`src/rtl/addsub24_rr_arbiter.sv`:
```
// addsub24_rr_arbiter: shares one external 24-bit add/subtract unit between
// NUM_REQ requesters. Grants are round-robin. Operands are registered to drive
// the shared adder, and the result is captured and returned tagged with the
// requester index.
// Optional: define ADDSUB24_OVF_EN to add the resp_ovf signed-overflow output.
//
// state | meaning
// ------+----------------------------------------------------------------
// IDLE  | no work in flight; arbitrate among req_valid
// EXEC  | registered operands drive the adder; capture result at cycle end
// RESP  | result held on resp_*; on resp_ready, arbitrate for the next one
module addsub24_rr_arbiter #(
   parameter int NUM_REQ = 4,
   parameter int ID_W    = 2
) (
   input  logic                    clk,
   input  logic                    reset,
   input  logic [NUM_REQ-1:0]      req_valid,
   output logic [NUM_REQ-1:0]      req_ready,
   input  logic [NUM_REQ*24-1:0]   req_a,
   input  logic [NUM_REQ*24-1:0]   req_b,
   input  logic [NUM_REQ-1:0]      req_sub,
   output logic [23:0]             add_a,
   output logic [23:0]             add_b,
   output logic                    add_sub,
   input  logic [23:0]             add_s,
   input  logic                    add_cout,
   output logic                    resp_valid,
   input  logic                    resp_ready,
   output logic [23:0]             resp_data,
   output logic                    resp_cout,
   output logic [ID_W-1:0]         resp_id
`ifdef ADDSUB24_OVF_EN
   ,
   output logic                    resp_ovf
`endif
);

   typedef enum logic [1:0] {IDLE, EXEC, RESP} state_t;

   state_t              state, state_nxt;
   logic [ID_W-1:0]     rr_ptr;
   logic [ID_W-1:0]     pend_id;
   logic [ID_W-1:0]     grant_id;
   logic [NUM_REQ-1:0]  grant_vec;
   logic                grant_found;
   logic                arb_en;
   logic                grant;
   logic [23:0]         sel_a;
   logic [23:0]         sel_b;
   logic                sel_sub;

   // Round-robin search: pass 0 covers indices at or above rr_ptr, pass 1 wraps
   // to indices below it. Operands of the winner are selected in the same loop.
   always_comb begin
      grant_found = 1'b0;
      grant_id    = '0;
      grant_vec   = '0;
      sel_a       = '0;
      sel_b       = '0;
      sel_sub     = 1'b0;
      for (int p = 0; p < 2; p++) begin
         for (int i = 0; i < NUM_REQ; i++) begin
            if (!grant_found && req_valid[i] && ((p == 0) == (i >= int'(rr_ptr)))) begin
               grant_found  = 1'b1;
               grant_id     = ID_W'(i);
               grant_vec[i] = 1'b1;
               sel_a        = req_a[i*24 +: 24];
               sel_b        = req_b[i*24 +: 24];
               sel_sub      = req_sub[i];
            end
         end
      end
   end

   // Grants are only offered in IDLE or when the held result is being accepted.
   // The output is also held low while reset is asserted.
   always_comb begin
      arb_en    = (state == IDLE) || ((state == RESP) && resp_ready);
      grant     = arb_en && grant_found;
      req_ready = (grant && !reset) ? grant_vec : '0;
   end

   // Next-state logic.
   always_comb begin
      state_nxt = state;
      case (state)
         IDLE:    if (grant) state_nxt = EXEC;
         EXEC:    state_nxt = RESP;
         RESP:    if (resp_ready) state_nxt = grant ? EXEC : IDLE;
         default: state_nxt = IDLE;
      endcase
   end

   // State register.
   always_ff @(posedge clk or posedge reset) begin
      if (reset) state <= IDLE;
      else       state <= state_nxt;
   end

   // Operand register, round-robin pointer and result capture. The operand
   // register only loads on a grant, so the adder inputs stay quiet when idle.
   always_ff @(posedge clk or posedge reset) begin
      if (reset) begin
         rr_ptr     <= '0;
         pend_id    <= '0;
         add_a      <= '0;
         add_b      <= '0;
         add_sub    <= 1'b0;
         resp_valid <= 1'b0;
         resp_data  <= '0;
         resp_cout  <= 1'b0;
         resp_id    <= '0;
`ifdef ADDSUB24_OVF_EN
         resp_ovf   <= 1'b0;
`endif
      end else begin
         if (grant) begin
            add_a   <= sel_a;
            add_b   <= sel_b;
            add_sub <= sel_sub;
            pend_id <= grant_id;
            rr_ptr  <= (grant_id == ID_W'(NUM_REQ - 1)) ? '0 : grant_id + ID_W'(1);
         end
         if (state == EXEC) begin
            resp_valid <= 1'b1;
            resp_data  <= add_s;
            resp_cout  <= add_cout;
            resp_id    <= pend_id;
`ifdef ADDSUB24_OVF_EN
            resp_ovf   <= (add_a[23] == (add_b[23] ^ add_sub)) && (add_s[23] != add_a[23]);
`endif
         end else if ((state == RESP) && resp_ready) begin
            resp_valid <= 1'b0;
         end
      end
   end

endmodule

```
`config.mk`:
```
export PLATFORM = sky130hd
export DESIGN_NAME = addsub24_rr_arbiter
export DESIGN_NICKNAME = d
export VERILOG_FILES = /design/src/rtl/addsub24_rr_arbiter.sv
export SDC_FILE = /design/constraint.sdc
export NUM_CORES = 1
export LEC_CHECK = 0
export CAP_MARGIN = 25
export CELL_PAD_IN_SITES_DETAIL_PLACEMENT = 0
export CELL_PAD_IN_SITES_GLOBAL_PLACEMENT = 1
export CORE_UTILIZATION = 25
export CTS_BUF_LIST = sky130_fd_sc_hd__clkbuf_16
export DETAILED_ROUTE_END_ITERATION = 10
export PLACE_DENSITY_LB_ADDON = 0.1
export SLEW_MARGIN = 10
export SYNTH_ARGS = -nofsm -noshare
export SYNTH_HDL_FRONTEND = slang
export SYNTH_SLANG_ARGS = --single-unit
```
`constraint.sdc`:
```
create_clock -name clk -period 2.8 [get_ports clk]
set_input_delay 0.56 -clock clk [delete_from_list [all_inputs] [get_ports clk]]
set_output_delay 0.56 -clock clk [all_outputs]
set_load 0.05 [all_outputs]
```
# Word-level counts from Yosys, hierarchy flattened
# Cells that the tools add are included.
# word_totals
elab_cells	96
ff_bits	83
inputBits	228
out_inout_bits	81
# classes
reduce_logical	26
eq_ne	5
addsub	1
n_bitwise	3
muxes	48
magnitude_cmp	3
# ops
op	count
$mux W24	14
$mux W1	24
$mux W2	8
$logic_and A1 B1 Y1	15
$logic_not A1 Y1	7
$pmux W2 S3	1
$eq A2 B2 Y1 const B	2
$ge A1 B2 Y1 const A	2
$mux W4	1
$ne A2 B2 Y1 const B	2
$not A1 Y1	3
$add A2 B1 Y2 const B	1
$eq A2 B1 Y1 const B	1
$ge A2 B2 Y1 const A	1
$logic_not A2 Y1	1
$reduce_and A2 Y1	1
$reduce_bool A2 Y1	1
$logic_or A1 B1 Y1	1

# Logic depth before layout (Yosys ltp)
# Gate-level depths: netlist (run 1).
# depth
word_depth	30
ltp_mapped	10
mapped_depth_nobuf	6

# Least setup slack after synthesis (run 1)
# Ideal clock, no wire load.
# synth_timing
path_kind	input -> output
from	input req_valid[0]
to	output req_ready[2]
t_required_ns	2.240
stages	7
arrival_ns	2.124
setup_slack_ns	0.116
path_buffers	2
path_cell_list	nor2b_1 clkbuf_1 o21ai_1 and2_1 buf_2 nor3_1 nor2_1
# synth_between
elab_chain_cells	28
elab_cells_between_ends	30
cone_classes	10 x mux; 20 x reduce/logical
# synth_lines
element	line_no	rtl
from (decl)	18	input logic [NUM_REQ-1:0] req_valid,
$logic_and A1 B1 Y1	64	if (!grant_found && req_valid[i] && ((p == 0) == (i >= int'(rr_ptr)))) begin
$mux W1	64	
$logic_not A1 Y1	64	
$logic_and A1 B1 Y1 (2 in a row)	64	
$mux W1	64	
$logic_not A1 Y1	64	
$logic_and A1 B1 Y1 (2 in a row)	64	
$mux W1	64	
[8 not listed]	-	
$logic_and A1 B1 Y1 (2 in a row)	64	
$mux W1	64	
$logic_not A1 Y1	64	
$logic_and A1 B1 Y1 (2 in a row)	64	
$mux W1	64	
$logic_and A1 B1 Y1	80	grant = arb_en && grant_found;
$logic_and A1 B1 Y1	81	req_ready = (grant && !reset) ? grant_vec : '0;
$mux W4 *	81	
to (decl)	19	output logic [NUM_REQ-1:0] req_ready,
# Mark *: on every way between the ends. The rest lies on a longest branch, timed or not.

# Final worst setup path (run 1)
# Ends and elaborated chain as after synthesis.

==> results of run 1 <==
[repair_timing]
| action | in CTS | in global routing |
|---|---|---|
| setup endpoints to repair | 1 | 4 |
| gates resized for setup | 3 | 5 |
| cloned | 0 | 1 |
[power breakdown]
part / total [mW] / internal (mW) / switching [mW]
clock network: 1.38 / 0.800 / 0.578
registers: 2.23 / 1.84 / 0.386
logic: 6.98 / 2.57 / 4.40
total: 10.6 / 5.21 / 5.36
[critical path, cell delays in order]
cell and delay (ps):
clkdlybuf4s50_1 480, buf_4 160, nand2b_1 60, a21o_1 200
and2_2 210, nor3_2 250, nor2_2 90, buf_12 160
[synthesized netlist by cell type, drive strengths merged, types with 2 or more instances]
cell / n
a21o: 2
dfrtp: 83
o22ai: 28
a221oi: 49
buf: 27
nor3b: 2
nand3: 49
a21oi: 80
nor2b: 2
mux2: 27
o21a: 3
a31oi: 49
o21ai: 2
nor2: 27
and2: 4
clkbuf: 43
inv: 6
nand2: 106
nand3b: 21
nor3: 2
and3: 22
o31ai: 22
nand2b: 3
[state kept, by name, indices dropped and copies added (netlist names)]
signal	flops
resp_cout	1
add_sub	1
resp_data	24
add_b	24
state	2
pend_id	2
resp_id	2
resp_valid	1
add_a	24
rr_ptr	2
[area by class of cell]
type | instances | area, um^2 | share of cell area, %
sequential | 83 | 2080 | 22.0
inverter | 6 | 26.3 | 0.278
timing repair buffer | 345 | 3460 | 36.7
tap | 280 | 350 | 3.71
clock buffer | 9 | 225 | 2.38
antenna | 1 | 2.50 | 0.0265
clock inverter | 7 | 106 | 1.13
multi-input combinational | 506 | 3190 | 33.8
[cell families (layout without fill, tap and decap cells)]
| logic type | Yosys count | count (layout) | share of synthesized area, % |
|---|---|---|---|
| buffers and inverters | 76 | 367 | 6.15 |
| AOI/OAI and AO/OA | 240 | 240 | 30.5 |
| muxes | 27 | 27 | 5.47 |
| and+or+nand+nor | 239 | 239 | 20.5 |
| other | 0 | 1 | 0 |
| DFF | 83 | 83 | 37.4 |
[stage by stage]
stage	setup WS [ps]	cells
after floorplan	103	665
after global placement	-286	1219
after detailed placement	-252	1219
after CTS	21.6	1235
after global routing	-8.53	1236
final	59.8	1237
[final timing paths]
kind / start / end / slack, ps / cells after the start
worst max-delay path: req_valid[0] / req_ready[2] / 60 / 8
worst min-delay path: pend_id[1]$_DFFE_PP0P_ / pend_id[1]$_DFFE_PP0P_ / 490 / 2
worst max register to register: rr_ptr[0]$_DFFE_PP0P_ / add_b[19]$_DFFE_PP0P_ / 610 / 7
worst min register to register: pend_id[1]$_DFFE_PP0P_ / pend_id[1]$_DFFE_PP0P_ / 490 / 2
max in group asynchronous: reset / add_a[8]$_DFFE_PP0P_ / 1550 / 3
min in group asynchronous: reset / add_b[23]$_DFFE_PP0P_ / 650 / 2
[metal layers]
metal	vias to the layer above	global-route usage (%)
li1	3081	-
met1	3372	26.8
met2	364	40.6
met3	64	5.81
met4	0	12.9
met5	-	0
==> impl_metrics.json, run 1 <==
{
  "rows": 54,
  "cp_data_required_time_ps": 2240,
  "cap_violations": 0,
  "clk_pin_slew_worst_paths_ps": 70,
  "gpl.final_weighted_congestion": 0.822,
  "wl_met1_um": 10900,
  "grt_pass1_wl_um": 40400,
  "post-route-drc-count": 0,
  "fin_nets": 1179,
  "hold_viol": 0,
  "ys.flop_type": "dfrtp_1",
  "synth_area_leaders": "dfrtp_1, a21oi_1, nand2_1, a31oi_1, mux2_2",
  "syn_nets": 893,
  "wl_met2_um": 13400,
  "fin_hold_ws_ps": 493,
  "dr_total_vias": 6881,
  "synthArstFlopShare_pct": 100,
  "hold_class": "reg2reg",
  "cts_root_buf": "clkbuf_16",
  "drt-pass1-iter-count": 5,
  "avgViaCountPerCell": 5.56,
  "die_x_um": 151,
  "vdd_drop_max_mv": 0.531,
  "setup_viol": 0,
  "worst_slew_pin_slew_ps": 732,
  "power_density_nw_per_um2": 1120,
  "path_max_fanout": 5,
  "tns_ps": 0,
  "cts_max_path_buffers": 2,
  "yosysSeqAreaShare_pct": 37.4,
  "fin_crit_ps": 2740,
  "synth_enable_flop_cells": 0,
  "antenna_found_initial": 0,
  "dieArea_um2": 22800,
  "wl_um": 27500,
  "nFillCells": 2137,
  "cts_setup_buffers": 0,
  "cts_sinks": 83,
  "drive_gt1_share_pct": 13.0,
  "yosysWarnings": 0,
  "met3WireLength_um": 2150,
  "grt_max_degree": 52,
  "synth_top_area_share_pct": 37.4,
  "final_util_pct": 43.3,
  "power_leakage_nw": 3.56,
  "grt-ovfl-total": 0,
  "ant_nets": 0,
  "relSlewSlack_pct": 51.2,
  "crit_arrival_ps": 2180,
  "slew_violations": 0,
  "power_mw": 10.6,
  "place_area_um2": 9050,
  "highest_layer": "met4",
  "grt_pass1_vias": 7312,
  "cp-start-kind": "primary input",
  "cts_tree": "yes",
  "syn-instance-count": 665,
  "fin_crit_sh_pct": 97.9,
  "cp-end-kind": "output port",
  "htreeDepth": 3,
  "postCtsHoldBufs": 0,
  "grt_usage_pct": 23.6,
  "dp_hpwl_um": 18100,
  "clk_latency_ps": 360,
  "status": "complete, no violations",
  "ys_seq_elements": 83,
  "final_common_cell": "clkdlybuf4s50_1",
  "areaGrowthSynthToFinish_pct": 70.0,
  "yosysTopAreaCell": "dfrtp_1",
  "worstSetupPathType": "in2out",
  "mostFrequentLayoutCells": "clkdlybuf4s50_1, nand2_1, dfrtp_1",
  "fin_area_um2": 9440,
  "fmax_ghz": 0.365,
  "drt-wirelength-per-cell_um": 22.2,
  "coreArea_um2": 21800,
  "drt_iter0_markers": 464,
  "numPortBuffers": 308,
  "die_y_um": 151,
  "cts_made_buffers": 9,
  "syn_area_per_cell_um2": 8.35,
  "synthDistinctLibCells": 37,
  "skew_ps": 10.1,
  "start_util_pct": 25.5,
  "syn_area_um2": 5550,
  "io_pins": 309
}
Power figures use the tool's default switching activity.
==> run 2, diff against run 1 <==
--- a/config.mk
+++ b/config.mk
@@ -8,7 +8,7 @@
 export CAP_MARGIN = 25
 export CELL_PAD_IN_SITES_DETAIL_PLACEMENT = 0
 export CELL_PAD_IN_SITES_GLOBAL_PLACEMENT = 1
-export CORE_UTILIZATION = 25
+export CORE_UTILIZATION = 29
 export CTS_BUF_LIST = sky130_fd_sc_hd__clkbuf_16
 export DETAILED_ROUTE_END_ITERATION = 10
 export PLACE_DENSITY_LB_ADDON = 0.1
==> constraint.sdc (replaced) <==
create_clock -name clk -period 3.2 [get_ports clk]
set_input_delay 0.64 -clock clk [delete_from_list [all_inputs] [get_ports clk]]
set_output_delay 0.64 -clock clk [all_outputs]
set_load 0.05 [all_outputs]
==> impl_metrics.json, run 2 (same netlist as run 1, synthesis figures left out) <==
{
  "cts_made_buffers": 9,
  "drt-wirelength-per-cell_um": 21.6,
  "tns_ps": 0,
  "post-route-drc-count": 0,
  "power_leakage_nw": 3.46,
  "grt-ovfl-total": 0,
  "htreeDepth": 3,
  "cp_cell_sequence": "clkdlybuf4s50_1 -> o21bai_1 -> and2_1 -> and2_2 -> buf_4 -> and2_1 -> buf_12",
  "cp-end-kind": "output port",
  "seqPwrFrac_pct": 21.9,
  "layout_setup_ws_ps": 191,
  "top_usage_layer": "met2",
  "cts_sinks": 83,
  "p_sw_mw": 4.60,
  "relSlewSlack_pct": 46.5,
  "coreArea_um2": 18800,
  "drt_iter0_markers": 485,
  "power_density_nw_per_um2": 975,
  "grt_max_degree": 51,
  "hold_viol": 0,
  "numPortBuffers": 308,
  "met2_usage_pct": 43.6,
  "n_antenna_cell": 0,
  "mostFrequentLayoutCells": "clkdlybuf4s50_1, nand2_1, dfrtp_1",
  "cts_setup_buffers": 0,
  "path_common_cell": "and2_1",
  "cp_slowest_cell": "clkdlybuf4s50_1",
  "fin_crit_ps": 3010,
  "worstSetupPathType": "in2out",
  "start_util_pct": 29.6,
  "place_ws_ps": 138,
  "setup_viol": 0,
  "path_max_fanout": 25,
  "dp_hpwl_um": 16600,
  "grt_pass1_wl_um": 38900,
  "clk_latency_ps": 340,
  "reg.largest.list": "add_a (24), add_b (24), resp_data (24)",
  "avgViaCountPerCell": 5.71,
  "fmax_ghz": 0.332,
  "clk_pin_slew_worst_paths_ps": 60,
  "cp_data_required_time_ps": 2560,
  "wl_um": 25500,
  "clkPwrFrac_pct": 11.4,
  "grt_usage_pct": 25.4,
  "drt-pass1-iter-count": 5,
  "crit_arrival_ps": 2370,
  "worst_slew_pin_slew_ps": 802,
  "areaGrowthSynthToFinish_pct": 65.2,
  "p_sw_share_pct": 51.4,
  "cts_tree": "yes",
  "grt_setup_unrepaired": "no",
  "skew_ps": 11.1,
  "die_y_um": 140,
  "dr_total_vias": 6730,
  "cpPeakStageDelay_ps": 460,
  "rows": 50,
  "status": "complete, no violations",
  "final_common_cell": "clkdlybuf4s50_1",
  "io_pins": 309,
  "cp-start-kind": "primary input",
  "cts_max_path_buffers": 2,
  "drive_gt1_share_pct": 11.3,
  "ant_nets": 0,
  "met3_usage_pct": 4.48,
  "dieArea_um2": 19700,
  "gr-usage-met1_pct": 30.9,
  "p_int_mw": 4.35,
  "hold_class": "reg2reg",
  "fin_crit_sh_pct": 94.0,
  "die_x_um": 140,
  "fin_nets": 1167,
  "vdd_drop_max_mv": 0.578,
  "grt_pass1_vias": 7205,
  "cap_violations": 0,
  "power_frac_comb_pct": 66.7,
  "gpl.final_weighted_congestion": 0.845,
  "antenna_found_initial": 0,
  "cts_root_buf": "clkbuf_16",
  "slew_violations": 0
}
==> run 2: metal layers <==
layer | up-vias | routed length (um)
li1 | 3069 | -
met1 | 3281 | 10500
met2 | 334 | 12500
met3 | 46 | 1790
met4 | 0 | 650
met5 | - | 0
==> run 2: power by group through the flow <==
stage | logic [mW] | clock network [mW] | registers [mW]
2_1_floorplan | 2.18 | 0 | 3.65
3_3_place_gp | 5.89 | 0 | 1.95
5_1_grt | 6.31 | 1.10 | 2.03
4_1_cts | 5.98 | 1.06 | 1.96
3_5_place_dp | 5.97 | 0 | 1.97
6_report | 5.97 | 1.02 | 1.96
==> run 2: repair_timing <==
item,in CTS,in global routing
hold buffers,0,0
endpoints found under the setup margin,0,1
resized for setup,0,1
==> run 2: final timing paths <==
path | start | endpoint | slack [ps] | cells after the start
hold reg to reg | pend_id[1]$_DFFE_PP0P_ | pend_id[1]$_DFFE_PP0P_ | 480 | 2
min in group asynchronous | reset | state[1]$_DFFE_PP0P_ | 760 | 2
setup reg to reg | state[1]$_DFFE_PP0P_ | add_a[17]$_DFFE_PP0P_ | 990 | 8
hold / removal | pend_id[1]$_DFFE_PP0P_ | pend_id[1]$_DFFE_PP0P_ | 480 | 2
setup / recovery | req_valid[2] | req_ready[3] | 190 | 7
max in group asynchronous | reset | resp_data[6]$_DFFE_PP0P_ | 1810 | 3
==> run 2: per-stage QoR <==
stage | utilization (%) | hold WS (ps) | instances | power, mW | instance area (um^2)
after detailed placement | 47.4 | 469 | 1162 | 7.94 | 8890
final | 48.9 | 477 | 1178 | 8.94 | 9180
after global routing | 48.9 | 522 | 1178 | 9.44 | 9180
after global placement | 47.4 | 476 | 1162 | 7.84 | 8890
after CTS | 48.9 | 483 | 1178 | 9.00 | 9170
after floorplan | - | 444 | 665 | 5.83 | 5550
==> run 2: cell type report <==
type | count | area, um^2
fillers | 1741 | 9590
repair buffers | 333 | 3320
multi-input cells | 506 | 3170
flip-flops and latches | 83 | 2080
well taps | 234 | 293
clock buffers | 9 | 225
clock inverters | 7 | 57.6
inverters | 6 | 26.3
==> run 2: worst max-delay path, delay by kind of cell <==
family          cells  cell delay (ps)
buf+inv             3              930
simple gates        3              620
compound gates      1              180
==> run 3, diff against run 2 <==
--- a/config.mk
+++ b/config.mk
@@ -16,3 +16,4 @@
 export SYNTH_ARGS = -nofsm -noshare
 export SYNTH_HDL_FRONTEND = slang
 export SYNTH_SLANG_ARGS = --single-unit
+export TNS_END_PERCENT = 30
==> results of run 3 <==
The final DEF is identical to that of run 2; final timing and power are the same.
